===== src/rtl/need_status_monitor.sv =====
// Per-need status engine: hysteretic need flags, most-urgent-need selection,
// alert pulse and an ALIVE/CRITICAL/DEAD life-state FSM with tick-based death timing.
module need_status_monitor #(
  parameter int                   NUM_NEEDS    = 6,
  parameter int                   LEVEL_W      = 4,
  parameter int                   SET_THRESH   = 12,
  parameter int                   CLEAR_THRESH = 8,
  parameter logic [NUM_NEEDS-1:0] CRIT_MASK    = NUM_NEEDS'(1),
  parameter int                   DEATH_TICKS  = 4,
  parameter int                   IDX_W        = (NUM_NEEDS > 1) ? $clog2(NUM_NEEDS) : 1
) (
  input  logic                         clk,
  input  logic                         reset,
  input  logic                         tick,
  input  logic [NUM_NEEDS*LEVEL_W-1:0] levels,
  input  logic                         revive,
  output logic [NUM_NEEDS-1:0]         need_flags,
  output logic                         urgent_valid,
  output logic [IDX_W-1:0]             urgent_idx,
  output logic                         alert,
  output logic                         critical,
  output logic                         dead
);

  localparam int                 CNT_W   = $clog2(DEATH_TICKS + 1);
  localparam logic [LEVEL_W-1:0] SET_L   = LEVEL_W'(SET_THRESH);
  localparam logic [LEVEL_W-1:0] CLEAR_L = LEVEL_W'(CLEAR_THRESH);
  localparam logic [CNT_W-1:0]   DEATH_C = CNT_W'(DEATH_TICKS);

  typedef enum logic [1:0] {
    ST_ALIVE    = 2'd0,
    ST_CRITICAL = 2'd1,
    ST_DEAD     = 2'd2
  } state_t;

  state_t               r_state;
  logic [CNT_W-1:0]     r_cnt;
  logic [NUM_NEEDS-1:0] r_flags;
  logic                 r_valid;
  logic [IDX_W-1:0]     r_idx;
  logic                 r_alert;

  state_t               w_next_state;
  logic [CNT_W-1:0]     w_next_cnt;
  logic                 w_sat;
  logic [NUM_NEEDS-1:0] w_eval_flags;
  logic                 w_eval_valid;
  logic [IDX_W-1:0]     w_eval_idx;
  logic [LEVEL_W-1:0]   w_best_level;
  logic [NUM_NEEDS-1:0] w_flags_next;
  logic                 w_valid_next;
  logic [IDX_W-1:0]     w_idx_next;
  logic                 w_alert_next;

  // Hysteresis, saturation and urgent selection over the live levels.
  // NOTE: every always_comb output gets a default first so no path can infer a latch.
  always_comb begin
    w_sat        = 1'b0;
    w_eval_flags = r_flags;
    w_eval_valid = 1'b0;
    w_eval_idx   = '0;
    w_best_level = '0;
    for (int i = 0; i < NUM_NEEDS; i++) begin
      if (CRIT_MASK[i] && (levels[i*LEVEL_W +: LEVEL_W] == {LEVEL_W{1'b1}}))
        w_sat = 1'b1;
      if (levels[i*LEVEL_W +: LEVEL_W] >= SET_L)
        w_eval_flags[i] = 1'b1;
      else if (levels[i*LEVEL_W +: LEVEL_W] <= CLEAR_L)
        w_eval_flags[i] = 1'b0;
    end
    // Strict '>' keeps the lowest index on a tie.
    for (int i = 0; i < NUM_NEEDS; i++) begin
      if (w_eval_flags[i] &&
          (!w_eval_valid || (levels[i*LEVEL_W +: LEVEL_W] > w_best_level))) begin
        w_eval_valid = 1'b1;
        w_eval_idx   = IDX_W'(i);
        w_best_level = levels[i*LEVEL_W +: LEVEL_W];
      end
    end
  end

  always_comb begin
    w_next_state = r_state;
    w_next_cnt   = r_cnt;
    unique case (r_state)
      ST_ALIVE: begin
        if (w_sat) begin
          w_next_state = ST_CRITICAL;
          w_next_cnt   = '0;
        end
      end
      ST_CRITICAL: begin
        if (!w_sat) begin
          w_next_state = ST_ALIVE;
          w_next_cnt   = '0;
        end else if (tick) begin
          if (r_cnt != DEATH_C)
            w_next_cnt = r_cnt + CNT_W'(1);
          if (w_next_cnt == DEATH_C)
            w_next_state = ST_DEAD;
        end
      end
      ST_DEAD: begin
        if (revive) begin
          w_next_state = ST_ALIVE;
          w_next_cnt   = '0;
        end
      end
      default: begin
        w_next_state = ST_ALIVE;
        w_next_cnt   = '0;
      end
    endcase
  end

  // Outputs follow the state being entered; a dead pet ignores its levels.
  always_comb begin
    w_flags_next = w_eval_flags;
    w_valid_next = w_eval_valid;
    w_idx_next   = w_eval_idx;
    w_alert_next = |(w_eval_flags & ~r_flags);
    if (r_state == ST_DEAD) begin
      w_valid_next = 1'b0;
      w_idx_next   = '0;
      w_alert_next = 1'b0;
      w_flags_next = revive ? '0 : '1;
    end else if (w_next_state == ST_DEAD) begin
      w_flags_next = '1;
      w_valid_next = 1'b0;
      w_idx_next   = '0;
      w_alert_next = 1'b1;
    end
  end

  // NOTE: sequential state uses non-blocking assignments so every register samples pre-edge values.
  always_ff @(posedge clk) begin
    if (reset) begin
      r_state <= ST_ALIVE;
      r_cnt   <= '0;
      r_flags <= '0;
      r_valid <= 1'b0;
      r_idx   <= '0;
      r_alert <= 1'b0;
    end else begin
      r_state <= w_next_state;
      r_cnt   <= w_next_cnt;
      r_flags <= w_flags_next;
      r_valid <= w_valid_next;
      r_idx   <= w_idx_next;
      r_alert <= w_alert_next;
    end
  end

  assign need_flags   = r_flags;
  assign urgent_valid = r_valid;
  assign urgent_idx   = r_idx;
  assign alert        = r_alert;
  assign critical     = (r_state == ST_CRITICAL);
  assign dead         = (r_state == ST_DEAD);

endmodule


===== config.mk =====
export PLATFORM = sky130hd
export DESIGN_NAME = need_status_monitor
export DESIGN_NICKNAME = d
export VERILOG_FILES = /design/src/rtl/need_status_monitor.sv
export SDC_FILE = /design/constraint.sdc
export NUM_CORES = 1
export LEC_CHECK = 0
export ABC_AREA = 1
export CAP_MARGIN = 10
export CORE_ASPECT_RATIO = 1.2
export CORE_MARGIN = 2
export CORE_UTILIZATION = 53
export DETAILED_ROUTE_END_ITERATION = 7
export GPL_TIMING_DRIVEN = 0
export PLACE_DENSITY = 0.95
export SETUP_SLACK_MARGIN = 0.4
export SLEW_MARGIN = 0
export SYNTH_ARGS = -nofsm -noshare
export SYNTH_HDL_FRONTEND = slang
export SYNTH_SLANG_ARGS = --single-unit

===== constraint.sdc =====
create_clock -name clk -period 10 [get_ports clk]
set_input_delay 2 -clock clk [delete_from_list [all_inputs] [get_ports clk]]
set_output_delay 2 -clock clk [all_outputs]
set_load 0.005 [all_outputs]

==> flow_summary_export.csv <==
group,metric,value,unit
timing,relSlewSlack,69.8,%
layout,seq_area,320,um^2
grt,grt_pass1_wl,6200,um
clocking,htree_num_levels,1,
grt,overflow,0,
clocking,root_buffer,"clkbuf_4",
worst_setup_path,crit_family,"simple AND/OR/NAND/NOR gates",
route,wl,3660,um
timing,finalCritPeriodShare,77.2,%
timing,worst_slack,2.28,ns
min_path,hp-class,"reg -> reg",
clocking,cts_tree,"built",
grt,grt_pass1_vias,1607,
power_and_ir_drop,ir_worst_vdd,0.0742,mV
floorplanning,die_w,54.5,um
worst_setup_path,critical_path.startpoint_type,"input pin",
floorplanning,die_h,64.6,um
grt,busiest_layer,"met2",
worst_setup_path,cp-end-kind,"flop",
grt,grt.met1_usage,25.1,%
synth,synth_cell_types,28,
timing,min_period,7.72,ns
worst_setup_path,slowest_delay,0.51,ns
synth,synthCells,256,
route,dr.pass1.iters,5,
grt,grt_use_met2,41.4,%
worst_setup_path,crit_type,"in -> reg",
worst_setup_path,cp_max_fo,8,
floorplanning,io_pins,41,
synth,netlist_area,1620,um^2
route,num_vias,1725,
timing,fmax,129,MHz
clocking,clk_latency,0.29,ns
placed_design,portBuffers,40,
route,post_drt_wl_per_cell,10.9,um
power_and_ir_drop,power_leakage,1.13,nW
timing,report.final.setup_viol,0,
grt,grtUsageMet3,3.00,%
timing,rsz0062_at_grt,"false",
route,routed_via_density,5.13,
worst_setup_path,cp_data_arrival_time,7.95,ns
grt,grt_usage,22.9,%
floorplanning,start_util,54.1,%
worst_setup_path,crit_path_frequent_cell,"nand2_1",
floorplanning,rows,22,
synth,synthArstFlopShare,0,%
power_and_ir_drop,power.density,96.2,nW/um^2
timing,hold-worst-slack,0.514,ns
run,max_cap_violations,0,
floorplanning,core_area,3000,um^2
worst_setup_path,cp_data_required_time,10.22,ns
synth,synth-edff-count,0,
layout,final_cell_area,2100,um^2
layout,n_antenna_cell,0,
clocking,cts_sinks,16,
timing,hold_viol_final,0,
synth,ys_warn_count,0,
route,drc,0,
timing,slew_viol_final,0,
grt,grt_max_degree,10,
placed_design,globalplace.congestion,0.820,
placed_design,dp_slack,2.00,ns
layout,areaGrowthSynthToFinish,29.7,%
clocking,post_cts_buffers,0,
synth,synth_top_flop_cell,"dfxtp_1",
clocking,cts_hold_buf,0,
clocking,numCtsBuffers,3,
synth,yosys_register_bits,16,
layout,fillers,244,
clocking,clkTransAtPathRegs,0.10,ns
outcome,status,"completed",
route,drt-initial-drc-count,46,
placed_design,post-dp-hpwl,3100,um
timing,finalSetupTns,0,ns
grt,antenna_found_initial,0,
timing,finalClockSkew,0.00924,ns
clocking,cts_resized,0,
worst_setup_path,cp_slowest_cell,"clkdlybuf4s50_1",
layout,layout.nets,351,
synth,syn_nets,306,
synth,yosysSeqAreaShare,19.7,%
worst_setup_path,worst-path-buf-inv,4,
layout,final_util,70.1,%
clocking,clk_path_buf_depth,2,
synth,syn_area_per_cell,6.34,um^2
placed_design,placed_cell_area,2070,um^2
timing,tightest_slew,0.451,ns
layout,multi_input_area,1100,um^2
route,drtAntennaViolNets,0,
floorplanning,die-area,3520,um^2
layout,drive_gt1_share,10.3,%
[sequential cells by signal, summed over array words and instances (netlist names)]
| signal | flops |
|---|---|
| urgent_valid | 1 |
| urgent_idx | 3 |
| alert | 1 |
| r_state | 2 |
| need_flags | 6 |
| r_cnt | 3 |
[worst reg2reg max path, delay by kind of cell (launching register included)]
kind / cells / cell delay [ns]
AO/OA/AOI/OAI: 12 / 1.32
buffers and inverters: 3 / 0.20
flip-flops: 1 / 0.39
AND/OR/NAND/NOR: 28 / 2.46
adder cells (fa/ha/maj): 5 / 1.37
[final cells by class]
cell class	instances	share of cell area, %
well taps	36	2.14
flip-flops and latches	16	15.2
inverters	53	9.51
clock buffers	4	1.72
repair buffers	40	19.0
multi-input cells	187	52.4
[synth_stat cells (2+ instances only)]
cell type	n	area (um^2)
nand2_1	67	251
inv_1	45	169
ha_1	22	275
o21ai_0	18	90.1
dfxtp_1	16	320
a21oi_1	14	70.1
nand3_1	14	70.1
nor2_1	13	48.8
nand2_2	8	50.1
inv_2	7	26.3
and2_1	6	37.5
o21ai_1	4	20.0
nand2_4	3	33.8
o22ai_1	3	18.8
nor3_1	2	10.0
o21ai_2	2	17.5
[placed cells by master (no fill, tap or decap), types with 7 or more instances in the layout]
master,Yosys,layout
nand3_1,14,14
nor2_1,13,13
inv_1,45,45
inv_2,7,7
nand2_2,8,8
ha_1,22,22
a21oi_1,14,14
clkdlybuf4s50_1,0,40
o21ai_0,18,18
nand2_1,67,67
dfxtp_1,16,16
[layer usage]
layer,vias to the layer above,share of wire (%)
met4,0,2.1
met3,10,3.1
met5,-,0
li1,901,-
met1,777,43
met2,37,52
[path summary, 6_finish.rpt]
path              slack (ns)     startpoint  cells after the start             to
setup / recovery        2.28      levels[3]                     49  urgent_idx[1]
hold reg to reg         0.51       r_cnt[1]                      2       r_cnt[1]
setup reg to reg        4.15  need_flags[0]                     48  urgent_idx[1]
hold / removal          0.51       r_cnt[1]                      2       r_cnt[1]
[cell families after synthesis]
family / Yosys count / synth area share [%]
flops: 16 / 19.7
buf+inv: 53 / 12.3
compound gates: 45 / 15.7
simple gates: 119 / 34.7
fa+ha+maj: 22 / 17.0
xor+xnor: 1 / 0.540
[per-stage QoR]
| stage | cells | total power, W |
|---|---|---|
| 2_1_floorplan | 256 | 0.000129 |
| 3_3_place_gp | 332 | 0.000158 |
| 3_5_place_dp | 332 | 0.000161 |
| 4_1_cts | 336 | 0.000203 |
| 5_1_grt | 336 | 0.000222 |
| 6_report | 336 | 0.000203 |
[where the power goes]
part | switching [W] | internal [W]
Sequential | 0.00000229 | 0.0000677
Combinational | 0.0000475 | 0.0000423
Clock | 0.0000207 | 0.0000221
(Power assumes the default switching activity.)
